File: config.mk
export PLATFORM = sky130hd
export DESIGN_NAME = ifu
export DESIGN_NICKNAME = d
export VERILOG_FILES = /design/src/rtl/ifu.sv
export SDC_FILE = /design/constraint.sdc
export NUM_CORES = 1
export LEC_CHECK = 0
export CAP_MARGIN = 20
export CORE_AREA = 2 2 104 106
export CTS_BUF_LIST = sky130_fd_sc_hd__clkbuf_8
export DETAILED_ROUTE_END_ITERATION = 16
export DIE_AREA = 0 0 106 108
export PLACE_DENSITY = 0.87
export SLEW_MARGIN = 20
export SYNTH_ARGS = -nofsm -noshare
export SYNTH_HDL_FRONTEND = slang
export SYNTH_SLANG_ARGS = --single-unit
File: constraint.sdc
create_clock -name i_clk -period 8.9 [get_ports i_clk]
set_input_delay 2.67 -clock i_clk [delete_from_list [all_inputs] [get_ports i_clk]]
set_output_delay 2.67 -clock i_clk [all_outputs]
set_load 0.05 [all_outputs]
File: src/rtl/ifu.sv
// ----------------------------------------------------------------------------
// ifu -- instruction fetch unit for the MIPS single-cycle datapath.
//
// Holds the PC, fetches one instruction per request/valid handshake, presents
// it to the decoder for a single commit cycle (o_instr_valid), then advances
// the PC according to i_npc_op (+4, branch, jump).
//
// Parameters:
//   RESET_PC  PC loaded on reset.
//   IM_WORDS  instruction memory depth in words (range check only).
//
// Ports:
//   i_clk, i_rst        clock, synchronous active-high reset
//   o_im_req, o_im_addr fetch request (registered) and byte address (= PC)
//   i_im_rvalid/rdata   fetch response, honoured only while fetching
//   o_instr, o_pc       held instruction and its address
//   o_pc_plus4          PC + 4 (jal write data)
//   o_instr_valid       one-cycle commit strobe
//   i_npc_op            00 +4, 01 branch, 10 jump, 11 +4 (sampled on commit)
//   o_fault             sticky range fault
//
// Build option: define IFU_RANGE_CHECK_EN to enable the next-PC range check;
// a failing next PC is loaded into the PC, o_fault sets and the unit halts.
// Without it o_fault stays 0 and HALT is never entered.
// ----------------------------------------------------------------------------
module ifu #(
    parameter logic [31:0] RESET_PC = 32'h0000_3000,
    parameter int          IM_WORDS = 1024
) (
    input  logic        i_clk,
    input  logic        i_rst,
    output logic        o_im_req,
    output logic [31:0] o_im_addr,
    input  logic        i_im_rvalid,
    input  logic [31:0] i_im_rdata,
    output logic [31:0] o_instr,
    output logic [31:0] o_pc,
    output logic [31:0] o_pc_plus4,
    output logic        o_instr_valid,
    input  logic [1:0]  i_npc_op,
    output logic        o_fault
);

`ifdef IFU_RANGE_CHECK_EN
    localparam bit RANGE_EN = 1'b1;
`else
    localparam bit RANGE_EN = 1'b0;
`endif
    localparam logic [31:0] IM_WORDS_U = 32'(IM_WORDS);

    typedef enum logic [1:0] {S_IDLE, S_FETCH, S_EXEC, S_HALT} state_t;

    state_t      r_state, w_state_nxt;
    logic [31:0] r_pc, r_instr;
    logic        r_im_req, r_fault;

    logic [31:0] w_pc_plus4, w_br_off, w_npc, w_pc_off;
    logic        w_range_fault;
    logic        w_capture, w_commit;

    // ---------------- next-PC datapath ----------------
    assign w_pc_plus4 = r_pc + 32'd4;
    assign w_br_off   = {{14{r_instr[15]}}, r_instr[15:0], 2'b00};

    always_comb begin
        w_npc = w_pc_plus4;
        case (i_npc_op)
            2'b01:   w_npc = w_pc_plus4 + w_br_off;
            2'b10:   w_npc = {w_pc_plus4[31:28], r_instr[25:0], 2'b00};
            default: w_npc = w_pc_plus4;
        endcase
    end

    // Unsigned offset: PCs below RESET_PC wrap to huge values and fault too.
    assign w_pc_off      = w_npc - RESET_PC;
    assign w_range_fault = RANGE_EN && ({2'b00, w_pc_off[31:2]} >= IM_WORDS_U);

    // ---------------- FSM: state register ----------------
    always_ff @(posedge i_clk) begin
        if (i_rst) r_state <= S_IDLE;
        else       r_state <= w_state_nxt;
    end

    // ---------------- FSM: next state ----------------
    always_comb begin
        w_state_nxt = r_state;
        case (r_state)
            S_IDLE:  w_state_nxt = S_FETCH;
            S_FETCH: if (i_im_rvalid) w_state_nxt = S_EXEC;
            S_EXEC:  w_state_nxt = w_range_fault ? S_HALT : S_FETCH;
            S_HALT:  w_state_nxt = S_HALT;
            default: w_state_nxt = S_IDLE;
        endcase
    end

    // ---------------- FSM: outputs / enables ----------------
    always_comb begin
        w_capture     = 1'b0;
        w_commit      = 1'b0;
        o_instr_valid = 1'b0;
        case (r_state)
            S_FETCH: w_capture = i_im_rvalid;
            S_EXEC: begin
                w_commit      = 1'b1;
                o_instr_valid = 1'b1;
            end
            default: ;
        endcase
    end

    // ---------------- registered datapath ----------------
    always_ff @(posedge i_clk) begin
        if (i_rst) begin
            r_pc     <= RESET_PC;
            r_instr  <= 32'd0;
            r_im_req <= 1'b0;
            r_fault  <= 1'b0;
        end else begin
            if (r_state == S_IDLE) r_im_req <= 1'b1;
            if (w_capture) begin
                r_instr  <= i_im_rdata;
                r_im_req <= 1'b0;
            end
            if (w_commit) begin
                // Offending PC is kept on a fault so it can be inspected.
                r_pc <= w_npc;
                if (w_range_fault) r_fault  <= 1'b1;
                else               r_im_req <= 1'b1;
            end
        end
    end

    assign o_im_req   = r_im_req;
    assign o_im_addr  = r_pc;
    assign o_pc       = r_pc;
    assign o_pc_plus4 = w_pc_plus4;
    assign o_instr    = r_instr;
    assign o_fault    = r_fault;

endmodule

Word level (Yosys, flattened, before mapping)
Index checks and enable logic that the tools add are counted.

Register bits after elaboration: 67. Input port bits: 37. Output and inout bits: 131.

Equality and inequality tests: 6. Mux-type cells: 8. Reduce and logical (&&, ||, !) cells: 3. Add/sub/neg operators: 2.

Operators by type and width (number): $pmux 32 s2 (1); $add 32x3->32 const B (1); $add 32x32->32 (1); $eq 2x2->1 const B (3); $pmux 2 s3 (1); $mux 1 (5); $eq 2x1->1 const B (2); $reduce_bool 3->1 (1); $logic_not 2->1 (1); $mux 2 (1); $ne 2x2->1 const B (1); $reduce_or 2->1 (1).

Longest topological paths before layout
Gate-level depths: netlist of the first run.

Depth after elaboration: 4. Gate-level depth with buffers: 18. Mapped depth without buffers: 17.

Least setup slack after synthesis of the first run
No wires, ideal clock.

Path kind: flip-flop to output port. Start point: register r_pc[15], in the netlist o_im_addr[15]. End point: output o_pc_plus4[27]. Setup slack: 3.378 ns. Stages on the path, launching flop included: 8. Arrival time: 2.852 ns. Cell sequence: dfxtp_1 > and4_1 > and2_1 > nand4_1 > nor2_4 > and3_1 > nand3_1 > xnor2_1.

Cells in the longest elaborated chain, start to end: 1.

RTL lines: from (decl) (RTL line 54) `logic [31:0] r_pc, r_instr;`; from (signal assigned) (RTL line 126) `r_pc <= w_npc;`; $add 32x3->32 (RTL line 62) `assign w_pc_plus4 = r_pc + 32'd4;`; to (decl) (RTL line 38) `output logic [31:0] o_pc_plus4,`.

Every way passes these cells.

Worst setup path after layout of the first run
Start point: register r_pc[8], in the netlist o_im_addr[8]. End point: output o_pc_plus4[27].

The elaborated chain is that of the path after synthesis.

==> results of run 1 <==
-- sequential cells by signal, summed over array words and instances (netlist names) --
name,flops
r_state,2
o_instr,32
o_im_addr,30
o_im_req,1
-- per-layer routing --
| metal | part of all wire | wire [µm] |
|---|---|---|
| met1 | 0.42 | 7630 |
| met2 | 0.46 | 8430 |
| met3 | 0.094 | 1720 |
| met4 | 0.029 | 528 |
| met5 | 0 | 0 |
-- logic make-up (layout without fill, tap and decap cells) --
kind of cell    Yosys count  after routing  synth area share
xor+xnor                 48             48            0.0797
simple gates            244            244             0.219
fa+ha+maj                38             38            0.0916
other cells               1              7          0.000711
flops                    65             65             0.247
compound gates          211            211             0.257
buf+inv                  97            204            0.0973
mux                       4              4           0.00759
-- metrics by stage --
stage / hold slack [ns] / instances / setup WS, ns / total power, mW / util
final: 0.459 / 957 / 2.88 / 0.841 / 0.678
after global routing: 0.484 / 957 / 2.70 / 0.867 / 0.678
after CTS: 0.461 / 956 / 2.91 / 0.839 / 0.675
after detailed placement: 0.452 / 940 / 3.30 / 0.544 / 0.652
after global placement: 0.443 / 940 / 3.41 / 0.540 / 0.652
after floorplan: 0.455 / 714 / 3.38 / 0.473 / -
-- worst reg2reg max path: stages, from the launching register on --
cell and delay, ns:
dfxtp_1 0.50, and4_1 0.29, and2_1 0.21, nand2_1 0.17, nor2_1 0.17, and2_1 0.22, xor2_1 0.29, ha_1 0.37
a21oi_1 0.27, o221ai_1 0.23, a31oi_1 0.31, nand3b_1 0.11, a21oi_1 0.20, nor3_1 0.07, o21ai_0 0.22, a21oi_1 0.18
mux2i_1 0.20, a31oi_1 0.10
-- cells in the final DEF (no fill, tap or decap), types with 3 or more instances in the layout --
cell / Yosys / final
o21ai_0: 30 / 30
a221oi_1: 10 / 10
a211oi_1: 7 / 7
clkinvlp_4: 0 / 3
nand2b_1: 3 / 3
ha_1: 37 / 36
a31oi_1: 7 / 7
o31ai_1: 3 / 3
a22oi_1: 8 / 8
nand3b_1: 5 / 5
or3_1: 5 / 5
a221o_1: 5 / 5
o22ai_1: 11 / 11
inv_1: 20 / 20
xor2_1: 16 / 16
nand3_1: 19 / 19
conb_1: 1 / 7
nor2_1: 41 / 41
o211a_1: 5 / 5
a21oi_1: 82 / 82
a311oi_1: 3 / 3
mux2i_1: 4 / 4
nor3_1: 18 / 18
nor2b_1: 6 / 6
nand2_1: 104 / 104
nand4_1: 7 / 7
clkdlybuf4s50_1: 0 / 159
and4_1: 7 / 7
xnor2_1: 32 / 32
buf_4: 39 / 6
and3_1: 13 / 13
a21o_1: 8 / 8
clkbuf_8: 0 / 10
dfxtp_1: 65 / 65
o21a_1: 7 / 7
and2_1: 8 / 8
o21bai_1: 3 / 3
-- path summary, 6_finish.rpt --
| path | start | slack, ns | cells after the start | end |
|---|---|---|---|---|
| worst max-delay path | o_im_addr[8] | 2.88 | 8 | o_pc_plus4[27] |
| worst min-delay path | o_instr[28] | 0.46 | 2 | o_instr[28] |
| worst max register to register | o_im_addr[4] | 4.64 | 17 | o_im_addr[31] |
| worst min register to register | o_instr[28] | 0.46 | 2 | o_instr[28] |
-- synthesized netlist by cell type, types with 11 or more instances --
| cell | instances | area, µm² |
|---|---|---|
| nand3_1 | 19 | 95.1 |
| o22ai_1 | 11 | 68.8 |
| clkbuf_1 | 28 | 105 |
| buf_4 | 39 | 293 |
| inv_1 | 20 | 75.1 |
| ha_1 | 37 | 463 |
| nor3_1 | 18 | 90.1 |
| and3_1 | 13 | 81.3 |
| dfxtp_1 | 65 | 1300 |
| nor2_1 | 41 | 154 |
| xnor2_1 | 32 | 280 |
| xor2_1 | 16 | 140 |
| o21ai_0 | 30 | 150 |
| nand2_1 | 104 | 390 |
| a21oi_1 | 82 | 410 |
-- power by group through the flow --
| stage | registers [mW] | logic (mW) | clock network [mW] |
|---|---|---|---|
| 6_report | 0.317 | 0.225 | 0.299 |
| 2_1_floorplan | 0.356 | 0.117 | 0 |
| 4_1_cts | 0.316 | 0.222 | 0.301 |
| 5_1_grt | 0.318 | 0.239 | 0.310 |
| 3_3_place_gp | 0.322 | 0.217 | 0 |
| 3_5_place_dp | 0.323 | 0.221 | 0 |
-- final cells by class --
cell class / instances / area, µm²
fill: 873 / 3300
clock buffer: 10 / 138
tap: 136 / 170
multi-input combinational: 552 / 3480
clock inverter: 6 / 91.3
sequential: 65 / 1300
timing repair buffer: 167 / 1670
inverter: 21 / 78.8
==> reports/qor.csv, run 1 <==
stage;metric;value;unit
cells_and_area;# diodes;0;
global_routing;global routing usage on met3;0.0663;
worst_setup_path;startpoint class of the critical path;flip-flop;
routing;DRC violation count after routing;0;
worst_setup_path;Setup crit end kind;primary output;
worst_setup_path;Worst EP arrival;3.35;ns
global_routing;total gr overflow;0;
global_routing;Total GRT Usage;0.317;
synth;Yosys warning count;0;
worst_setup_path;slowest CP cell;clkdlybuf4s50_1;
power;Peak VDD IR;0.000109;V
clocking;htree depth;3;
clocking;CTS buffer count;9;
global_routing;largest net degree at the start of global routing;61;
floorplanning;area of the core;10200;µm²
timing;fmax;166;MHz
worst_setup_path;Top delay family on crit path;simple AND/OR/NAND/NOR gates;
placed_design;dpl cell area;6680;µm²
synth;post-synth cell types;63;
timing;Max transition margin;0.516;
clocking;Clock Sinks;65;
timing;Hold Violations, Final;0;
timing;Period minus WS final;6.02;ns
global_routing;Top Usage Layer GRT;met2;
clocking;worst skew pair latency;0.36;ns
global_routing;initial antenna violation count;0;
cells_and_area;post-route design area;6930;µm²
clocking;post-CTS resize count;0;
cells_and_area;Final #Nets;891;
worst_setup_path;worst-path maximum fanout;9;
global_routing;vias in the first global route;5576;
placed_design;Placer Congestion;0.934;
power;Logic pwr share;0.268;
worst_setup_path;CP required;6.23;ns
synth;mapped cell area;5270;µm²
routing;First-pass DRT Iterations;7;
placed_design;hpwl dp;13.2;mm
clocking;Setup Buffers After CTS;0;
timing;Setup Total Neg Slack;0;ns
synth;Syn Inst Count;708;
worst_setup_path;Most Frequent Cell on Critical Path;and4_1;
worst_setup_path;sequence of cells on the critical path;and4_1, and4_1, nand2_4, nor2_4, and3_1, nand3_1, xnor2_1, clkdlybuf4s50_1;
routing;drt total wl;18.3;mm
routing;initial drt markers;415;
global_routing;M2 GR Usage;0.509;
timing;Worst Tran Pin Value;0.726;ns
timing;clk_skew;0.0104;ns
floorplanning;row count;37;
synth;synthesized flop and latch total;65;
floorplanning;Die Y;108;µm
clocking;Clock Path Buffers;2;
timing;Pins Over Slew Limit;0;
routing;Vias/cell;6.10;
timing;RSZ-0062 raised after global routing;no;
clocking;cts hold-fix bufs;0;
global_routing;met1 GRT Util;0.418;
power;Leakage;2.73;nW
power;clock share of power;0.356;
floorplanning;die area;11400;µm²
routing;DR vias;5833;
power;Psw;297;µW
timing;Final Cycle Share;0.676;
timing;Setup violations, final;0;
synth;Avg Cell Area, Syn;7.45;µm²
worst_setup_path;critical path class;flip-flop to primary output;
worst_setup_path;max incr delay on CP;0.86;ns
hold_path;Hold WC Path Type;flip-flop to flip-flop;
floorplanning;Initial Util;0.515;
synth;Async SR Flop Fraction;0;
placed_design;IO Port Bufs;160;
synth;register area share after synthesis;0.247;
routing;Detail Route Antenna Nets;0;
floorplanning;I/O pin count;168;
routing;routed len/inst;19.1;µm
flow_run;Max Cap Violations;0;
clocking;Clock Pin Slew Worst Setup and Hold Paths;0.08;ns
worst_setup_path;Bufs and invs on worst path;1;
power;Seq pwr share;0.377;
synth;Post-synth EDFFs;0;
power;Power per Cell Area;121;nW/µm²
synth;most common flop cell mapped by yosys;dfxtp_1;
cells_and_area;share of layout cells above drive strength 1;0.0451;
clocking;clk root buf;clkbuf_8;
clocking;CTS tree;yes;
power;sw frac;0.353;
power;Internal;544;µW
floorplanning;chip width;106;µm
run_status;status;completed;
global_routing;first-pass GRT wire length;28.9;mm
cells_and_area;Synth-to-Final Area Change;31.5;%
No activity file was read; power rests on OpenSTA's default activity.
==> inputs of run 2 (changes only) <==
- CORE_AREA: 2 2 104 106 -> 2 2 107 109
- DIE_AREA: 0 0 106 108 -> 0 0 109 111
- PLACE_DENSITY: 0.87 -> 0.83
- clock period: 8.9 -> 6.24 ns (I/O delays scaled with it)
==> reports/qor.csv, run 2 (synthesis gave the netlist of run 1 again) <==
stage;metric;value;unit;change
cells_and_area;final core occ;0.625;;-0.0528
placed_design;dpl cell area;6700;µm²;+0.43%
worst_setup_path;worst-path maximum fanout;9;;unchanged
hold_path;Hold Path Sink;o_instr[28];;
clocking;Clock Path Buffers;2;;unchanged
worst_setup_path;critical path class;flip-flop to primary output;;
power;Power per Cell Area;171;nW/µm²;+41%
global_routing;vias in the first global route;5411;;-3.0%
worst_setup_path;Reg2Reg Capture Point;o_im_addr[29];;
clocking;CTS buffer count;9;;unchanged
cells_and_area;Synth-to-Final Area Change;31.3;%;
timing;Hold Violations, Final;0;;unchanged
routing;met2 WL;8.76;mm;+3.9%
cells_and_area;Fillers;976;;+12%
power;Peak VDD IR;0.000141;V;+29%
timing;fmax;192;MHz;
timing;Max transition margin;0.582;;+0.0661
clocking;Setup Buffers After CTS;0;;unchanged
timing;Pins Over Slew Limit;0;;unchanged
global_routing;total gr overflow;0;;unchanged
placed_design;Post-Place Worst Slack;1.48;ns;-1.83 ns
global_routing;initial antenna violation count;0;;unchanged
floorplanning;row count;39;;+5.4%
routing;First-pass DRT Iterations;5;;-2
run_status;status;completed;;
routing;Vias/cell;5.97;;-2.0%
cells_and_area;Layout Cells excl Fill;966;;+0.94%
timing;Setup violations, final;0;;unchanged
cells_and_area;commonest non-fill, non-tap cell in the layout;clkdlybuf4s50_1;;
floorplanning;I/O pin count;168;;unchanged
power;Leakage;2.75;nW;+0.53%
hold_path;hold path start;o_instr[28];;
cells_and_area;# diodes;0;;unchanged
clocking;worst skew pair latency;0.35;ns;about the same
timing;RSZ-0062 raised after global routing;no;;
floorplanning;die area;12100;µm²;+5.7%
timing;Final Cycle Share;0.834;;
floorplanning;chip width;109;µm;+2.8%
worst_setup_path;Worst EP arrival;3.33;ns;-0.02 ns
worst_setup_path;Setup crit end kind;primary output;;
power;Tot Pwr;1.18;mW;+40%
routing;initial drt markers;419;;+0.96%
floorplanning;area of the core;11100;µm²;+8.3%
worst_setup_path;reg2reg setup slack;2.01;ns;-2.63 ns
clocking;CTS tree;yes;;
routing;WL met1;7.41;mm;-2.9%
timing;Setup Total Neg Slack;0;ns;unchanged
global_routing;first-pass GRT wire length;28.7;mm;-0.67%
clocking;cts hold-fix bufs;0;;unchanged
worst_setup_path;startpoint class of the critical path;flip-flop;;
clocking;Clock Pin Slew Worst Setup and Hold Paths;0.08;ns;about the same
timing;Period minus WS final;5.21;ns;
clocking;clk root buf;clkbuf_8;;
global_routing;largest net degree at the start of global routing;35;;-43%
hold_path;worst hold stages;2;;unchanged
flow_run;Max Cap Violations;0;;unchanged
routing;routed len/inst;18.9;µm;-1.3%
timing;slack of the critical path;1.03;ns;-1.85 ns
clocking;Clock Sinks;65;;unchanged
routing;DRC violation count after routing;0;;unchanged
cells_and_area;Largest register FFs;32;;unchanged
cells_and_area;Final #Nets;893;;+0.22%
routing;Detail Route Antenna Nets;0;;unchanged
hold_path;Hold WC Path Type;flip-flop to flip-flop;;
routing;drt total wl;18.2;mm;-0.35%
timing;clk_skew;0.00718;ns;-0.00323 ns
cells_and_area;most frequent cells in the layout;clkdlybuf4s50_1, nand2_1, a21oi_1, dfxtp_1, nor2_1;;
placed_design;Placer Congestion;0.921;;-1.4%
clocking;htree depth;3;;unchanged
cells_and_area;share of layout cells above drive strength 1;0.0462;;+0.00111
floorplanning;Die Y;111;µm;+2.8%
global_routing;Total GRT Usage;0.302;;-0.0150
timing;Worst Tran Pin Value;0.626;ns;-0.100 ns
worst_setup_path;r2r worst-path depth;16;;-1
placed_design;hpwl dp;13.4;mm;+1.5%
routing;Max Used Layer;met4;;
routing;DR vias;5768;;-1.1%
worst_setup_path;CP required;4.37;ns;-1.86 ns
floorplanning;Initial Util;0.476;;-0.0394
worst_setup_path;Reg-to-Reg Start;o_im_addr[8];;
placed_design;Placed Cells;950;;+1.1%
placed_design;IO Port Bufs;160;;unchanged
clocking;post-CTS resize count;0;;unchanged
cells_and_area;post-route design area;6920;µm²;-0.16%
timing;worst hold slack;0.467;ns;+0.00735 ns
routing;DR WL met3;1.68;mm;-2.6%
[run 2: cell types whose count changed in the layout (fill, tap and decap cells not counted)]
cell and change:
buf_16 -1, buf_4 +3, clkbuf_8 -1, clkinv_2 +3
clkinv_4 -1, clkinvlp_4 -3, ha_1 +1, ha_2 -1
inv_6 +2
[run 2: cell type report]
type	count	area [µm²]	area share
multi-input combinational	552	3480	0.503
tap	143	179	0.0258
timing repair buffer	169	1660	0.240
clock inverter	7	92.6	0.0134
inverter	21	78.8	0.0114
clock buffer	9	124	0.0179
sequential	65	1300	0.188
[run 2: how the worst max path moves through the flow]
stage | startpoint | end | slack, ns | cells past startpoint
floorplan | o_im_addr[15] | o_pc_plus4[27] | 1.52 | 7
global route | o_im_addr[8] | o_pc_plus4[27] | 0.86 | 8
finish | o_im_addr[8] | o_pc_plus4[27] | 1.03 | 8
detailed placement | o_im_addr[8] | o_pc_plus4[27] | 1.48 | 8
CTS | o_im_addr[8] | o_pc_plus4[27] | 1.07 | 8
global placement | o_im_addr[8] | o_pc_plus4[27] | 1.54 | 8
[run 2: critical path, cell delays in order, from the launching register on]
cell	delay, ns
dfxtp_1	0.53
and4_1	0.31
and4_1	0.38
nand2_4	0.11
nor2_4	0.16
and3_1	0.27
nand3_1	0.11
xnor2_1	0.25
clkdlybuf4s50_1	0.86
[run 2: metal layers]
layer / track usage / vias to the layer above
met5: 0 / -
met4: 0.114 / 0
met3: 0.0517 / 35
met2: 0.490 / 299
met1: 0.397 / 2721
li1: - / 2713
[run 2: where the power goes]
part           internal (mW)  total [mW]  switching [mW]
sequential             0.430       0.451          0.0210
combinational          0.109       0.321           0.212
clock                  0.226       0.409           0.184
total                  0.765        1.18           0.416
==> inputs of run 3 (changes only) <==
- clock period: 6.24 -> 5.4 ns (I/O delays scaled with it)
==> reports/qor.csv, run 3 (synthesis gave the netlist of run 1 again) <==
stage;metric;value;unit;change
cells_and_area;Synth-to-Final Area Change;31.9;%;
global_routing;initial antenna violation count;0;;unchanged
floorplanning;area of the core;11100;µm²;unchanged
worst_setup_path;reg2reg setup slack;1.14;ns;-0.87 ns
cells_and_area;commonest non-fill, non-tap cell in the layout;clkdlybuf4s50_1;;
hold_path;Hold WC Path Type;flip-flop to flip-flop;;
routing;DRC violation count after routing;0;;unchanged
clocking;clk root buf;clkbuf_8;;
cells_and_area;# diodes;0;;unchanged
floorplanning;Die Y;111;µm;unchanged
run_status;status;completed;;
global_routing;met1 GRT Util;0.384;;-0.0132
placed_design;Placer Congestion;0.951;;+3.3%
clocking;CTS tree;yes;;
timing;Hold Violations, Final;0;;unchanged
global_routing;total gr overflow;0;;unchanged
power;Power per Cell Area;199;nW/µm²;+17%
timing;fmax;201;MHz;
cells_and_area;Layout Cells excl Fill;968;;+0.21%
placed_design;dpl cell area;6730;µm²;+0.34%
worst_setup_path;Reg2Reg Capture Point;o_im_addr[31];;
clocking;Clock Path Buffers;2;;unchanged
clocking;cts hold-fix bufs;0;;unchanged
timing;RSZ-0062 raised after global routing;no;;
cells_and_area;most frequent cells in the layout;clkdlybuf4s50_1, nand2_1, a21oi_1, dfxtp_1, nor2_1;;
floorplanning;row count;39;;unchanged
global_routing;Total GRT Usage;0.294;;-0.00766
worst_setup_path;critical path class;flip-flop to primary output;;
power;Peak VDD IR;0.000135;V;-4.4%
global_routing;vias in the first global route;5421;;+0.18%
placed_design;hpwl dp;13.2;mm;-1.2%
timing;clk_skew;0.00814;ns;+0.000956 ns
clocking;worst skew pair latency;0.36;ns;about the same
worst_setup_path;startpoint class of the critical path;flip-flop;;
floorplanning;chip width;109;µm;unchanged
clocking;Clock Pin Slew Worst Setup and Hold Paths;0.08;ns;about the same
cells_and_area;Final #Nets;895;;+0.22%
placed_design;Post-Place Worst Slack;0.873;ns;-0.604 ns
floorplanning;I/O pin count;168;;unchanged
cells_and_area;post-route design area;6960;µm²;+0.51%
worst_setup_path;Worst EP arrival;3.36;ns;+0.03 ns
worst_setup_path;worst-path maximum fanout;9;;unchanged
hold_path;worst hold stages;2;;unchanged
worst_setup_path;r2r worst-path depth;16;;unchanged
global_routing;M2 GR Usage;0.467;;-0.0232
clocking;CTS buffer count;9;;unchanged
global_routing;global routing usage on met3;0.0570;;+0.00529
timing;Setup Total Neg Slack;0;ns;unchanged
timing;Worst Tran Pin Value;0.685;ns;+0.0589 ns
cells_and_area;Largest register FFs;32;;unchanged
cells_and_area;share of layout cells above drive strength 1;0.0461;;-0.000112
clocking;Clock Sinks;65;;unchanged
timing;Max transition margin;0.544;;-0.0384
power;Leakage;2.76;nW;+0.45%
hold_path;Hold Path Sink;o_instr[31];;
routing;DR vias;5702;;-1.1%
routing;drt total wl;17.8;mm;-2.4%
routing;initial drt markers;384;;-8.4%
worst_setup_path;Reg-to-Reg Start;o_im_addr[8];;
timing;Period minus WS final;4.98;ns;
routing;Vias/cell;5.89;;-1.3%
routing;First-pass DRT Iterations;5;;unchanged
global_routing;first-pass GRT wire length;28.0;mm;-2.7%
flow_run;Max Cap Violations;0;;unchanged
floorplanning;Initial Util;0.476;;unchanged
routing;Detail Route Antenna Nets;0;;unchanged
hold_path;hold path start;o_instr[31];;
timing;slack of the critical path;0.418;ns;-0.617 ns
cells_and_area;Fillers;992;;+1.6%
placed_design;IO Port Bufs;160;;unchanged
global_routing;largest net degree at the start of global routing;59;;+69%
clocking;htree depth;3;;unchanged
timing;Setup violations, final;0;;unchanged
global_routing;Top Usage Layer GRT;met2;;
placed_design;Placed Cells;952;;+0.21%
worst_setup_path;CP required;3.78;ns;-0.59 ns
timing;Pins Over Slew Limit;0;;unchanged
routing;routed len/inst;18.4;µm;-2.6%
worst_setup_path;Setup crit end kind;primary output;;
clocking;post-CTS resize count;0;;unchanged
timing;Final Cycle Share;0.923;;
clocking;Setup Buffers After CTS;0;;unchanged
floorplanning;die area;12100;µm²;unchanged
==> run 3: final cells by class <==
class	count	area, µm²	area share
clock buffer	11	151	0.0218
timing repair buffer	171	1690	0.242
tap	143	179	0.0257
clock inverter	5	78.8	0.0113
inverter	21	78.8	0.0113
multi-input combinational	552	3480	0.500
sequential	65	1300	0.187
==> run 3: power by group <==
group | total (mW) | switching (mW) | leakage [nW] | internal [mW]
Combinational | 0.372 | 0.244 | 2.12 | 0.128
Clock | 0.490 | 0.207 | 0.113 | 0.284
Sequential | 0.521 | 0.0238 | 0.529 | 0.497
Total | 1.38 | 0.475 | 2.76 | 0.909
==> run 3: worst max-delay path by stage <==
stage / start / slack, ns / endpoint / cells after the start
2_1_floorplan: o_im_addr[8] / 0.80 / o_im_addr[29] / 16
3_3_place_gp: o_im_addr[8] / 0.95 / o_pc_plus4[27] / 8
3_5_place_dp: o_im_addr[8] / 0.87 / o_pc_plus4[27] / 8
4_1_cts: o_im_addr[8] / 0.46 / o_pc_plus4[27] / 8
5_1_grt: o_im_addr[8] / 0.20 / o_pc_plus4[27] / 8
6_report: o_im_addr[8] / 0.42 / o_pc_plus4[27] / 8
==> run 3: per-stage QoR <==
stage / utilization / hold WS [ns] / total power [mW]
CTS: 0.628 / 0.463 / 1.39
floorplan: - / 0.455 / 0.780
finish: 0.628 / 0.460 / 1.38
detailed placement: 0.607 / 0.449 / 0.900
global route: 0.628 / 0.492 / 1.43
global placement: 0.606 / 0.443 / 0.893
==> run 3: worst max-delay path, cell delays in order (launching register included) <==
cell and delay (ns):
dfxtp_1 0.51, and4_1 0.32, and4_1 0.38, nand2_4 0.12
nor2_4 0.16, and3_1 0.27, nand3_1 0.13, xnor2_1 0.25
clkdlybuf4s50_1 0.85
==> run 3: routing by layer <==
metal  up-vias  share of wire  wire (µm)
li1       2719              -          -
met1      2682           0.42       7440
met2       265           0.47       8280
met3        36          0.086       1530
met4         0          0.032        564
met5         -              0          0
